--- src/rtl/sram_frame_writer.sv ---
// sram_frame_writer: accepts shaded pixels from the ray-tracing pipeline,
// converts (x,y) to a linear framebuffer address, queues writes in a small
// FIFO and hands them to the SRAM arbiter over a req/grant handshake. After
// a frame completes, the write/read buffer offsets swap on the next vsync
// edge, so the display side never shows a partially drawn frame.
//
// Ports:
//   clk_in, reset_btn               clock, async active-high reset
//   pix_valid/pix_ready             pixel handshake from the pipeline
//   pix_x, pix_y, pix_rgb, pix_last pixel payload; pix_last ends a frame
//   sram_wr_req/sram_wr_grant       write handshake with the SRAM arbiter
//   sram_wr_addr, sram_wr_data      FIFO head: {offset, linear}, {8'h00, rgb}
//   vsync_in                        asynchronous vsync from the VGA domain
//   wr_addr_offset, rd_addr_offset  buffer being written / being displayed
//   frame_done                      one-cycle pulse on buffer swap
//   oor_err                         sticky out-of-range coordinate flag
module sram_frame_writer #(
  parameter int unsigned H_RES      = 800,
  parameter int unsigned V_RES      = 600,
  parameter int unsigned FIFO_DEPTH = 8,
  parameter bit          VS_ACTIVE  = 1'b1
) (
  input  logic        clk_in,
  input  logic        reset_btn,
  input  logic        pix_valid,
  output logic        pix_ready,
  input  logic [9:0]  pix_x,
  input  logic [9:0]  pix_y,
  input  logic [23:0] pix_rgb,
  input  logic        pix_last,
  output logic        sram_wr_req,
  input  logic        sram_wr_grant,
  output logic [19:0] sram_wr_addr,
  output logic [31:0] sram_wr_data,
  input  logic        vsync_in,
  output logic        wr_addr_offset,
  output logic        rd_addr_offset,
  output logic        frame_done,
  output logic        oor_err
);

  localparam int unsigned LIN_W = 19;
  localparam int unsigned RGB_W = 24;
  localparam int unsigned ENT_W = 1 + LIN_W + RGB_W;
  localparam int unsigned AW    = $clog2(FIFO_DEPTH);
  localparam int unsigned CW    = AW + 1;

  typedef enum logic [1:0] {
    FILL    = 2'd0,
    DRAIN   = 2'd1,
    WAIT_VS = 2'd2,
    SWAP    = 2'd3
  } state_t;

  state_t state, state_n;

  // Stage 1 register: address computed, pushed (or dropped) on the next cycle
  logic             s1_valid;
  logic             s1_oor;
  logic [LIN_W-1:0] s1_lin;
  logic [RGB_W-1:0] s1_rgb;

  // Write FIFO; entry = {offset, linear, rgb}
  logic [ENT_W-1:0] mem [FIFO_DEPTH];
  logic [AW-1:0]    wr_ptr;
  logic [AW-1:0]    rd_ptr;
  logic [CW-1:0]    count;
  logic [CW-1:0]    count_n;

  logic vs_meta, vs_sync, vs_prev;

  logic             accept;
  logic             pix_oor;
  logic [LIN_W-1:0] pix_lin;
  logic             push;
  logic             pop;
  logic             vs_rise;
  logic             ready_n;
  logic             frame_done_n;
  logic [ENT_W-1:0] head;

  // Datapath combinational terms
  always_comb begin
    accept  = pix_valid && pix_ready;
    pix_oor = (32'(pix_x) >= H_RES) || (32'(pix_y) >= V_RES);
    pix_lin = LIN_W'(LIN_W'(pix_y) * LIN_W'(H_RES)) + LIN_W'(pix_x);
    push    = s1_valid && !s1_oor;
    pop     = (count != '0) && sram_wr_grant;
    count_n = count + CW'(push) - CW'(pop);
    vs_rise = (vs_sync == VS_ACTIVE) && (vs_prev != VS_ACTIVE);
    head    = mem[rd_ptr];
  end

  // Next state; ready is registered from next-cycle occupancy so it matches
  // (state==FILL) && (fifo_count + stage1_valid < FIFO_DEPTH) every cycle
  always_comb begin
    state_n      = state;
    ready_n      = 1'b0;
    frame_done_n = 1'b0;
    case (state)
      FILL:    if (accept && pix_last) state_n = DRAIN;
      DRAIN:   if (!s1_valid && (count == '0)) state_n = WAIT_VS;
      WAIT_VS: if (vs_rise) state_n = SWAP;
      SWAP:    state_n = FILL;
      default: state_n = FILL;
    endcase
    ready_n      = (state_n == FILL) &&
                   ((count_n + CW'(accept)) < CW'(FIFO_DEPTH));
    frame_done_n = (state_n == SWAP);
  end

  // State, control outputs and offsets
  always_ff @(posedge clk_in or posedge reset_btn) begin
    if (reset_btn) begin
      state          <= FILL;
      pix_ready      <= 1'b0;
      frame_done     <= 1'b0;
      oor_err        <= 1'b0;
      wr_addr_offset <= 1'b1;
      rd_addr_offset <= 1'b0;
      sram_wr_req    <= 1'b0;
    end else begin
      state       <= state_n;
      pix_ready   <= ready_n;
      frame_done  <= frame_done_n;
      sram_wr_req <= (count_n != '0);
      if (accept && pix_oor) oor_err <= 1'b1;
      // Offsets flip on entry to SWAP, coincident with the frame_done pulse
      if (frame_done_n) begin
        wr_addr_offset <= ~wr_addr_offset;
        rd_addr_offset <= ~rd_addr_offset;
      end
    end
  end

  // Stage 1 address register
  always_ff @(posedge clk_in or posedge reset_btn) begin
    if (reset_btn) begin
      s1_valid <= 1'b0;
      s1_oor   <= 1'b0;
      s1_lin   <= '0;
      s1_rgb   <= '0;
    end else begin
      s1_valid <= accept;
      if (accept) begin
        s1_oor <= pix_oor;
        s1_lin <= pix_lin;
        s1_rgb <= pix_rgb;
      end
    end
  end

  // FIFO storage and pointers; reset so the head reads zero after reset
  always_ff @(posedge clk_in or posedge reset_btn) begin
    if (reset_btn) begin
      for (int i = 0; i < int'(FIFO_DEPTH); i++) mem[i] <= '0;
      wr_ptr <= '0;
      rd_ptr <= '0;
      count  <= '0;
    end else begin
      if (push) begin
        mem[wr_ptr] <= {wr_addr_offset, s1_lin, s1_rgb};
        wr_ptr      <= wr_ptr + AW'(1);
      end
      if (pop) rd_ptr <= rd_ptr + AW'(1);
      count <= count_n;
    end
  end

  // vsync synchronizer and edge history
  always_ff @(posedge clk_in or posedge reset_btn) begin
    if (reset_btn) begin
      vs_meta <= ~VS_ACTIVE;
      vs_sync <= ~VS_ACTIVE;
      vs_prev <= ~VS_ACTIVE;
    end else begin
      vs_meta <= vsync_in;
      vs_sync <= vs_meta;
      vs_prev <= vs_sync;
    end
  end

  assign sram_wr_addr = head[ENT_W-1:RGB_W];
  assign sram_wr_data = {8'h00, head[RGB_W-1:0]};

endmodule

--- config.mk ---
export PLATFORM = sky130hd
export DESIGN_NAME = sram_frame_writer
export DESIGN_NICKNAME = d
export VERILOG_FILES = /design/src/rtl/sram_frame_writer.sv
export SDC_FILE = /design/constraint.sdc
export NUM_CORES = 1
export LEC_CHECK = 0
export CELL_PAD_IN_SITES_DETAIL_PLACEMENT = 1
export CELL_PAD_IN_SITES_GLOBAL_PLACEMENT = 1
export CORE_AREA = 2 2 200 202
export CTS_CLUSTER_SIZE = 28
export DETAILED_ROUTE_END_ITERATION = 12
export DIE_AREA = 0 0 202 204
export PLACE_DENSITY = 0.9
export SYNTH_ARGS = -nofsm -noshare
export SYNTH_HDL_FRONTEND = slang
export SYNTH_SLANG_ARGS = --single-unit
--- constraint.sdc ---
create_clock -name clk_in -period 16.33 [get_ports clk_in]
set_clock_uncertainty 0.15 [all_clocks]
set_input_delay 2.4495 -clock clk_in [delete_from_list [all_inputs] [get_ports clk_in]]
set_output_delay 2.4495 -clock clk_in [all_outputs]
set_load 0.02 [all_outputs]
# Word-level counts from Yosys, hierarchy flattened
# Index checks and enable logic that the tools add are counted.
# word_totals
ff_bits	418
output_inout_bits	58
# op_classes
n_lt_le_gt_ge	6
add_sub_neg	6
eq_ne	4
mul	1
mux	10
bitwise_logic	5
reduce_logical	17
# ops
operator	count
bitwise mux 352 bit	1
binary-select mux 44 bit (select 3 bit)	1
demux 44 bit (select 3 bit)	1
two-way mux 44 bit	3
>= comparator 10 bit, second input constant	2
adder 19 x 10 -> 19 bit	1
multiplier 10 x 5 -> 14 bit, second input constant	1
logical AND 1 bit	9
adder 4 x 1 -> 4 bit	2
>= comparator 4 bit, second input constant	2
inverter 3 -> 4 bit	2
one-hot mux 2 bit (4 select lines)	1
nonzero test 4 bit	2
adder 3 x 1 -> 3 bit, second input constant	2
== test 2 bit, second input constant	3
two-way mux 2 bit	3
logical NOT 2 bit	2
logical NOT 4 bit	1
less-than comparator 4 x 1 -> 1 bit, second input constant	1
less-than comparator 4 bit, second input constant	1
subtractor 4 x 1 -> 4 bit	1
inverter 1 bit	3
== test 2 x 1 -> 1 bit, second input constant	1
logical NOT 1 bit	2
logical OR 1 bit	1

# Depth between registers and ports, before layout
# Gate-level depths: netlist of the first run.
# depth
word_depth	7
mapped_depth	15
mapped_depth_nobuf	14

# Worst setup path after synthesis of the first run
# Ideal clock, no wire load.
# synth_path
path_kind	input-to-reg
startpoint	in pix_y[5]
endpoint	reg s1_lin[17]
arrival_time_ns	5.310
setup_slack_ns	10.801
cell_stages	15
path_buffers	1
cell_sequence	inv_1 -> ha_1 -> inv_1 -> ha_1 -> inv_1 -> fa_1 -> inv_1 -> ha_1 -> buf_2 -> nor2_1 -> o21a_1 -> or3_1 -> and2_4 -> or4_1 -> nand3_1
# synth_via
elab_chain_cells	2
# synth_lines
element	line	rtl
start: declaration	28	input logic [9:0] pix_y,
multiplier 10 x 5 -> 14 bit	86	pix_lin = LIN_W'(LIN_W'(pix_y) * LIN_W'(H_RES)) + LIN_W'(pix_x);
adder 19 x 10 -> 19 bit	86	
end signal: assignment	147	s1_lin <= pix_lin;
end: declaration	60	logic [LIN_W-1:0] s1_lin;
# Every way passes these cells.
# A chain may end at the register's enable or synchronous reset.

# Final worst setup path of the first run
# layout_path
startpoint	reg rd_ptr[0]
endpoint	out sram_wr_addr[10]
# layout_via
elab_chain_cells	4
# layout_lines
element	line	rtl
start: declaration	66	logic [AW-1:0] rd_ptr;
start signal: assignment	165	if (pop) rd_ptr <= rd_ptr + AW'(1);
inverter 3 -> 4 bit (implied by the code)	91	head = mem[rd_ptr];
binary-select mux 44 bit (select 3 bit)	91	
two-way mux 44 bit (implied by the code) (2 in series)	91	
end: declaration	33	output logic [19:0] sram_wr_addr,
# Every way passes these cells. The select of a mux whose other input is x is not followed.

==> out/results.txt, run 1 <==
# rows -> 73
Routed wire per std cell -> 24.8 µm
Tmin final -> 6700 ps
Placeable Area -> 0.0392 mm²
Most frequent cells in the layout -> 428 x mux2_2, 414 x dfrtp_1, 99 x clkdlybuf4s50_1, 88 x mux4_2, 50 x ha_1
Library cells used by synthesis -> 57
TritonCTS clock tree -> built
Critical-path top delay cell -> dfrtp_4
Layout cells sized above 1 -> 0.439
EDFF count, synth -> 0
# IOs -> 108
Hold violation total from the final report -> 0
Hold Path Class -> reg2reg
CTS sink cnt -> 418
Post-route setup slack -> 9630 ps
CTS max path bufs -> 3
Inserted Diodes -> 0
IO buf count -> 99
Area Growth Syn to Fin -> 14.7%
Syn Area/Cell -> 15.3 µm²
Synth warn -> 0
Tcrit/Tclk final -> 0.410
Number of setup buffers added after CTS -> 0
Reg-to-reg startpoint -> s1_valid$_DFF_PP0_
Sequential element share of the synthesized area -> 0.532
All-Layer GR Usage -> 0.238
Vias in the first global route -> 13000
Mapped Area -> 0.0197 mm²
Post-synth top flop -> dfrtp_1
Congestion Overflow GR -> 0
Crit Path Class -> reg2out
CTS Root Cell -> clkbuf_16
Measured slew at the worst slew-check pin -> 1020 ps
Total power -> 4.29 mW
Arr. time, crit path -> 4100 ps
Detailed-route DRC error count -> 0
Post-DP HPWL -> 28.9 mm
CP endpoint kind -> primary output
CP startpoint kind -> flop
Mapped Cells -> 1284
Reg2Reg Depth -> 6
Yosys reg bits -> 418
Levels on crit path -> 5
Largest net degree at the start of global routing -> 137
Via density -> 5.90
CP max stage delay -> 740 ps
Most used cell, CP -> buf_4
CP startpoint -> rd_ptr[0]$_DFFE_PP0P_
Initial Util -> 0.501
Clk_lat worst skew -> 550 ps
Max_slew headroom -> 0.322
Finished Layout Cells -> 1930
Die area -> 0.0412 mm²
Worst VDD drop -> 83.9 µV
Worst Hold Depth -> 0
Worst-path maximum fanout -> 35
Worst R2R Setup Slack -> 12910 ps
Placed Instances -> 1854
CTS buffer count -> 44
Critical path's top delay family -> buffers and inverters
PwrDens -> 190 mW/mm²
WP data required -> 13730 ps
Post-CTS Resized -> 0
CP Capture Point -> sram_wr_addr[10]
Initial antenna violation count -> 0
TNS Setup -> 0 ps
Clock slew at reported path FFs -> 60 ps
Most common cell after layout, fill and taps aside -> mux2_2
Vias -> 11400
RSZ-0062 raised after global routing -> no
R2r endpoint -> mem[242]$_DFFE_PP0P_
Nets -> 1482
Post-layout util -> 0.575
Place WS -> 9990 ps
Die Width -> 202 µm
Post-synth ARST share -> 1.00
Fillers -> 3582
DR pass1 iterations -> 4
Finish-stage setup viols -> 0
Cell breakdown of the critical path -> buf_4, buf_4, mux4_2, mux2_2, clkdlybuf4s50_1
Hold-fix buffers at CTS -> 0
Status -> complete, no violations
H-tree lvl count -> 2
Antenna-violating nets left -> 0
Max Cap Viol -> 0
Fmax -> 149 MHz
Max Slew Vio Count -> 0
DRT Wirelength -> 47.9 mm
Die Y -> 204 µm
GP Congestion -> 0.809
Leakage -> 10.5 nW
First-pass GRT wire length -> 75.9 mm
Initial DRC Count -> 584
Critical path buffer and inverter count -> 3
## cell usage after synthesis, drive strengths merged, types with 2 or more instances
cell type / instances / share of area
xnor2: 14 / 0.0062
o31ai: 5 / 0.0019
o21a: 5 / 0.0019
nor3b: 4 / 0.0020
ha: 50 / 0.032
mux2: 428 / 0.25
or3: 4 / 0.0016
buf: 45 / 0.012
nand3: 4 / 0.0010
o21ai: 21 / 0.0053
a21oi: 11 / 0.0028
nand2b: 3 / 0.00096
nand4: 2 / 0.00064
nand2: 26 / 0.0051
inv: 45 / 0.0086
a211oi: 7 / 0.0032
a21boi: 2 / 0.00076
nor4: 3 / 0.0017
mux4: 88 / 0.10
nor3: 6 / 0.0018
nand3b: 3 / 0.0011
nor2b: 4 / 0.0013
dfrtp: 417 / 0.53
and3: 2 / 0.00064
xor2: 7 / 0.0031
fa: 7 / 0.0071
a31oi: 2 / 0.00064
nor2: 15 / 0.0029
clkbuf: 31 / 0.0059
a21o: 7 / 0.0027
## where the power goes
part | internal, mW | switching [mW] | total, mW
combinational | 0.852 | 0.633 | 1.49
sequential | 1.43 | 0.413 | 1.84
clock | 0.566 | 0.401 | 0.968
## routing by layer
metal / track usage / up-vias / share of wire
met3: 0.0319 / 78 / 0.028
met1: 0.302 / 6226 / 0.41
li1: - / 4877 / -
met4: 0.0659 / 0 / 0.021
met5: 0 / - / 0
met2: 0.430 / 202 / 0.54
## worst register-to-register path: stages (launching register included)
cell,delay [ps]
dfrtp_1,360
nor2b_1,450
inv_1,280
nor2_1,310
nand3b_1,750
buf_4,620
mux2_2,390
## layout make-up
class                   instances  area [µm²]  share of cell area
flip-flops and latches        418       10500               0.465
multi-input cells             752        8740               0.388
clock buffers                  69        1320              0.0584
repair buffers                114        1100              0.0490
well taps                     525         657              0.0291
inverters                      45         176             0.00783
clock inverters                 7        75.1             0.00333
## flip-flops by register name, summed over array words and instances (netlist names)
| signal | flops |
|---|---|
| sram_wr_req | 1 |
| rd_ptr | 3 |
| pix_ready | 1 |
| s1_rgb | 24 |
| vs_sync | 1 |
| s1_lin | 19 |
| rd_addr_offset | 1 |
| vs_meta | 1 |
| count | 4 |
| frame_done | 1 |
| s1_oor | 1 |
| vs_prev | 1 |
| mem | 352 |
| s1_valid | 1 |
| oor_err | 1 |
| wr_ptr | 3 |
| state | 2 |
| wr_addr_offset | 1 |
## worst min path at each step
| stage | startpoint | to | slack, ps |
|---|---|---|---|
| after floorplan | vs_meta$_DFF_PP0_ | vs_sync$_DFF_PP0_ | 180 |
| after global placement | vs_meta$_DFF_PP0_ | vs_sync$_DFF_PP0_ | 180 |
| after detailed placement | vs_meta$_DFF_PP0_ | vs_sync$_DFF_PP0_ | 190 |
| after CTS | vs_meta$_DFF_PP0_ | vs_sync$_DFF_PP0_ | 200 |
| after global routing | vs_meta$_DFF_PP0_ | vs_sync$_DFF_PP0_ | 210 |
| final | vs_meta$_DFF_PP0_ | vs_sync$_DFF_PP0_ | 200 |
## per-stage QoR
stage	cell area [µm²]	hold slack (ps)
6_report	22500	199
5_1_grt	22500	214
4_1_cts	22500	202
3_5_place_dp	21100	189
3_3_place_gp	21100	182
2_1_floorplan	19700	181
## cells by family (layout without fill, tap and decap cells)
logic type	after synthesis	after routing	synth area share
and+or+nand+nor	81	81	0.0229
DFF	418	418	0.532
other	1	8	0.000191
xor gates and xnor gates	21	21	0.00936
buffers and inverters	121	235	0.0267
muxes	517	517	0.347
AOI/OAI and AO/OA	68	68	0.0229
adders and majority gates	57	57	0.0390
(Power assumes the default switching activity.)
==> inputs of run 2 (changes only) <==
clock period = 7 ns   (was 16.33 ns; I/O delays follow)
==> run 2 against run 1 <==
  * Count of clock-buffer cells in the layout fell by 1
  * Sequential share of layout area decreased by 0.15 points
  * Routed wire length rose by 0.23%
  * Critical path depth fell by 1
  * Worst setup slack worse by 7500 ps
  * Core utilization grew 0.17 points
  * Total power increased by 130%
  * Global-route usage up 0.31 points
  * Critical endpoint is now sram_wr_data[2]
  * Largest power group unchanged
==> out/results.txt, run 2 (synthesized netlist as in run 1, its figures left out) <==
Inserted Diodes -> 0 (unchanged)
Initial antenna violation count -> 0 (unchanged)
Max_slew headroom -> 0.373 (+0.0511)
Max Slew Vio Count -> 0 (unchanged)
# IOs -> 108 (unchanged)
Fillers -> 3528 (-1.5%)
All-Layer GR Usage -> 0.241 (+0.00313)
Finish-stage setup viols -> 0 (unchanged)
Post-layout util -> 0.577 (+0.00172)
CTS buffer count -> 44 (unchanged)
Fmax -> 207 MHz
Finished Layout Cells -> 1932 (+0.10%)
Antenna-violating nets left -> 0 (unchanged)
Vias -> 11300 (-0.61%)
# rows -> 73 (unchanged)
CTS sink cnt -> 418 (unchanged)
Arr. time, crit path -> 3620 ps (-480 ps)
Place WS -> 2030 ps (-7960 ps)
Total power -> 10.0 mW (+130%)
Crit Path Class -> reg2out
Vias in the first global route -> 13200 (+1.8%)
CP endpoint kind -> primary output
Worst-path maximum fanout -> 49 (+40%)
Layout cells sized above 1 -> 0.441 (+0.00151)
Clock slew at reported path FFs -> 60 ps (about the same)
First-pass GRT wire length -> 76.9 mm (+1.3%)
Measured slew at the worst slew-check pin -> 941 ps (-76.7 ps)
RSZ-0062 raised after global routing -> no
Clk_lat worst skew -> 540 ps (about the same)
Initial DRC Count -> 619 (+6.0%)
Area Growth Syn to Fin -> 15.0%
CP startpoint kind -> flop
Post-DP HPWL -> 27.7 mm (-4.0%)
Max Cap Viol -> 0 (unchanged)
Leakage -> 10.5 nW (+0.31%)
Die Width -> 202 µm (unchanged)
Nets -> 1485 (+0.20%)
CTS max path bufs -> 3 (unchanged)
Post-CTS Resized -> 0 (unchanged)
Largest net degree at the start of global routing -> 126 (-8.0%)
DR pass1 iterations -> 4 (unchanged)
Die Y -> 204 µm (unchanged)
Placed Instances -> 1857 (+0.16%)
Congestion Overflow GR -> 0 (unchanged)
PwrDens -> 445 mW/mm² (+130%)
DRT Wirelength -> 48.0 mm (+0.23%)
GP Congestion -> 0.775 (-4.2%)
Worst VDD drop -> 223 µV (+170%)
Placeable Area -> 0.0392 mm² (unchanged)
Via density -> 5.86 (-0.71%)
Initial Util -> 0.501 (unchanged)
Die area -> 0.0412 mm² (unchanged)
Tcrit/Tclk final -> 0.689
Max reg flops -> 352 (unchanged)
TritonCTS clock tree -> built
Worst R2R Setup Slack -> 3780 ps (-9130 ps)
CTS Root Cell -> clkbuf_16
Number of setup buffers added after CTS -> 0 (unchanged)
Hold-fix buffers at CTS -> 0 (unchanged)
H-tree lvl count -> 2 (unchanged)
Hold violation total from the final report -> 0 (unchanged)
Status -> complete, no violations
Routed wire per std cell -> 24.8 µm (+0.12%)
WP data required -> 5800 ps (-7930 ps)
Most frequent cells in the layout -> 428 x mux2_2, 414 x dfrtp_1, 99 x clkdlybuf4s50_1, 88 x mux4_2, 50 x ha_1
Hold Path Class -> reg2reg
Post-route setup slack -> 2180 ps (-7450 ps)
Detailed-route DRC error count -> 0 (unchanged)
Most common cell after layout, fill and taps aside -> mux2_2
IO buf count -> 99 (unchanged)
Tmin final -> 4820 ps
Largest registers -> mem: 352 flops, s1_rgb: 24 flops, s1_lin: 19 flops
Largest Register -> mem
TNS Setup -> 0 ps (unchanged)
[run 2: worst max-delay path, stage by stage, from the launching register on]
cell,delay [ps]
dfrtp_4,980
buf_4,680
mux4_2,580
mux2_2,270
clkdlybuf4s50_1,560
[run 2: metal layers]
metal	global-route usage	vias to the layer above	wire (µm)
li1	-	4871	-
met1	0.299	6161	19700
met2	0.446	219	25800
met3	0.0336	63	1580
met4	0.0591	0	891
met5	0	-	0
[run 2: final cells by class]
class                      instances  area [µm²]  area share
sequential                       418       10500       0.463
timing repair buffer             117        1160      0.0515
inverter                          45         173     0.00764
clock inverter                     7        88.8     0.00393
clock buffer                      68        1320      0.0585
tap                              525         657      0.0291
multi-input combinational        752        8730       0.386
[run 2: stage by stage]
step / hold WS (ps) / cell area, µm²
floorplan: 181 / 19700
global placement: 184 / 21200
detailed placement: 189 / 21200
CTS: 201 / 22600
global route: 212 / 22600
finish: 201 / 22600
[run 2: worst paths after layout]
kind	start	end	cells after the start
max in group asynchronous	reset_btn	s1_lin[3]$_DFFE_PP0P_	4
min in group asynchronous	reset_btn	s1_rgb[5]$_DFFE_PP0P_	2
hold / removal	vs_meta$_DFF_PP0_	vs_sync$_DFF_PP0_	0
setup / recovery	rd_ptr[1]$_DFFE_PP0P_	sram_wr_data[2]	4
setup reg to reg	count[2]$_DFF_PP0_	pix_ready$_DFF_PP0_	12
hold reg to reg	vs_meta$_DFF_PP0_	vs_sync$_DFF_PP0_	0
[run 2: power breakdown]
part / total (mW) / switching (mW) / leakage, nW / internal [mW]
sequential: 4.27 / 0.949 / 5.49 / 3.32
combinational: 3.47 / 1.48 / 4.30 / 1.99
clock: 2.30 / 0.935 / 0.696 / 1.37
total: 10.0 / 3.36 / 10.5 / 6.68
==> inputs of run 3 (changes only) <==
clock period = 4.55 ns   (was 7 ns; I/O delays follow)
==> run 3 against run 2 <==
  * Sequential share of layout area fell by 0.41 points
  * Routed wire length fell by 0.43%
  * Cell area rose by 0.90%
  * Register-to-register slack got worse by 2300 ps
  * Global-route usage fell by 0.30 points
  * Highest routed layer is now met5
==> out/results.txt, run 3 (synthesized netlist as in run 1, its figures left out) <==
Status -> complete, no violations
Most used cell, CP -> ha_1
Clock slew at reported path FFs -> 60 ps (about the same)
RSZ-0062 raised after global routing -> no
Antenna-violating nets left -> 0 (unchanged)
Initial antenna violation count -> 1 (+1)
Initial DRC Count -> 598 (-3.4%)
Most frequent cells in the layout -> 428 x mux2_2, 414 x dfrtp_1, 99 x clkdlybuf4s50_1, 88 x mux4_2, 50 x ha_1
Clock power frac -> 0.233 (+0.004)
CTS sink cnt -> 418 (unchanged)
Pint -> 10.4 mW (+55%)
Placed Instances -> 1867 (+0.54%)
Finished Layout Cells -> 1949 (+0.88%)
Met1 usage -> 0.291 (-0.00853)
Initial Util -> 0.501 (unchanged)
Critical path's top delay family -> adder cells
Inserted Diodes -> 0 (unchanged)
Tmin final -> 3950 ps
Busiest layer in global routing -> met2
WP data required -> 4830 ps (-970 ps)
CP Capture Point -> s1_lin[16]$_DFFE_PP0P_
TritonCTS clock tree -> built
DR pass1 iterations -> 4 (unchanged)
Number of setup buffers added after CTS -> 0 (unchanged)
Critical path buffer and inverter count -> 3 (+1)
Sequential power share -> 0.416 (-0.009)
Congestion Overflow GR -> 0 (unchanged)
Post-CTS Resized -> 0 (unchanged)
Critical-path top delay cell -> clkdlybuf4s50_1
Levels on crit path -> 13 (+9)
Max_slew headroom -> 0.392 (+0.0194)
CP endpoint kind -> flop
Measured slew at the worst slew-check pin -> 912 ps (-29.1 ps)
Clk_lat worst skew -> 560 ps (+20 ps)
CTS max path bufs -> 3 (unchanged)
PwrDens -> 685 mW/mm² (+54%)
Worst Hold Slack -> 206 ps (+5.43 ps)
Largest registers -> mem: 352 flops, s1_rgb: 24 flops, s1_lin: 19 flops
Most common cell after layout, fill and taps aside -> mux2_2
Footprint of the multi-input gates -> 0.00873 mm² (unchanged)
GR Util met2 -> 0.438 (-0.00785)
Nets -> 1495 (+0.67%)
Detailed-route DRC error count -> 0 (unchanged)
CTS Root Cell -> clkbuf_16
Layout cells sized above 1 -> 0.452 (+0.0116)
First-pass GRT wire length -> 75.8 mm (-1.4%)
IO buf count -> 99 (unchanged)
Total power -> 15.6 mW (+56%)
Worst VDD drop -> 264 µV (+18%)
Post-DP HPWL -> 27.9 mm (+0.78%)
Hold-fix buffers at CTS -> 0 (unchanged)
Fillers -> 3523 (-0.14%)
Reg-to-reg startpoint -> count[2]$_DFF_PP0_
Hold violation total from the final report -> 0 (unchanged)
Met3 usage -> 0.0368 (+0.00319)
CP startpoint kind -> input pin
Worst-path maximum fanout -> 5 (-90%)
Largest net degree at the start of global routing -> 126 (unchanged)
# rows -> 73 (unchanged)
Leakage -> 10.6 nW (+1.1%)
CP max stage delay -> 540 ps (-440 ps)
Register Area -> 0.0105 mm² (unchanged)
Worst R2R Setup Slack -> 1440 ps (-2340 ps)
GP Congestion -> 0.813 (+4.9%)
Max Slew Vio Count -> 0 (unchanged)
Area Growth Syn to Fin -> 16.1%
DRT Wirelength -> 47.8 mm (-0.43%)
All-Layer GR Usage -> 0.239 (-0.00297)
Die Width -> 202 µm (unchanged)
Vias -> 11300 (-0.47%)
Hold Path Class -> reg2reg
Placeable Area -> 0.0392 mm² (unchanged)
Largest Register -> mem
Max reg flops -> 352 (unchanged)
Die area -> 0.0412 mm² (unchanged)
R2r endpoint -> pix_ready$_DFF_PP0_
Fmax -> 253 MHz
Combinational power share -> 0.351 (+0.005)
Arr. time, crit path -> 4230 ps (+610 ps)
Sw frac -> 0.336 (+0.000897)
CTS buffer count -> 44 (unchanged)
Via density -> 5.78 (-1.3%)
CP startpoint -> pix_y[2]
Cell breakdown of the critical path -> clkdlybuf4s50_1, inv_1, ha_1, inv_1, ha_1, fa_1, ha_1, xnor2_1, nand2b_1, or3_4, nor4_4, nor3b_1, o31ai_1
Psw -> 5.25 mW (+56%)
Reg2Reg Depth -> 12 (unchanged)
Die Y -> 204 µm (unchanged)
Crit Path Class -> in2reg
Max Cap Viol -> 0 (unchanged)
# IOs -> 108 (unchanged)
Routed wire per std cell -> 24.5 µm (-1.3%)
Vias in the first global route -> 13100 (-0.85%)
Tcrit/Tclk final -> 0.869
H-tree lvl count -> 2 (unchanged)
Finish-stage setup viols -> 0 (unchanged)
[run 3: cell count changes in the layout (fill, tap and decap cells not counted), sizes merged]
| cell | delta |
|---|---|
| buf | +10 |
| bufinv | +1 |
| clkbuf | -9 |
| clkinv | +10 |
| clkinvlp | +3 |
| inv | +2 |
[run 3: worst min path at each step]
stage / start / to / slack (ps) / cells past startpoint
finish: vs_meta$_DFF_PP0_ / vs_sync$_DFF_PP0_ / 210 / 0
floorplan: vs_meta$_DFF_PP0_ / vs_sync$_DFF_PP0_ / 180 / 0
global route: vs_meta$_DFF_PP0_ / vs_sync$_DFF_PP0_ / 220 / 0
global placement: vs_meta$_DFF_PP0_ / vs_sync$_DFF_PP0_ / 180 / 0
detailed placement: vs_meta$_DFF_PP0_ / vs_sync$_DFF_PP0_ / 190 / 0
CTS: vs_meta$_DFF_PP0_ / vs_sync$_DFF_PP0_ / 210 / 0
[run 3: power by group through the flow]
stage          combinational (mW)  sequential, mW  clock [mW]
6_report                     5.48            6.50        3.64
5_1_grt                      5.87            6.71        3.87
4_1_cts                      5.57            6.50        3.72
3_5_place_dp                 5.47            6.49           0
3_3_place_gp                 5.22            6.27           0
2_1_floorplan                4.08            5.82           0
[run 3: per-layer routing]
metal,vias up,wire length [µm]
li1,4905,-
met1,6068,19300
met2,201,25600
met3,85,1680
met4,2,1190
met5,-,7
[run 3: final cells by class]
class | count | area share
Sequential cell | 418 | 0.459
Multi-Input combinational cell | 752 | 0.383
Timing Repair Buffer | 127 | 0.0571
Clock buffer | 59 | 0.0556
Tap cell | 525 | 0.0288
Clock inverter | 23 | 0.00916
Inverter | 45 | 0.00757
[run 3: worst register-to-register path: stages (launching register included)]
cell and delay [ps]:
dfrtp_1 360, inv_1 80, ha_1 150, nor3b_1 340, nor2b_1 200, ha_1 330
inv_1 70, ha_1 160, inv_1 50, fa_1 500, nor4_1 360, xnor2_1 170
nor3_1 70
[run 3: metrics by stage]
stage	setup TNS, ps	setup WS (ps)	cell area [µm²]	utilization
floorplan	-800680	-1920	19700	-
global placement	0	148	21300	0.544
detailed placement	0	16.5	21300	0.544
CTS	0	555	22800	0.582
global route	0	358	22800	0.582
finish	0	598	22800	0.582
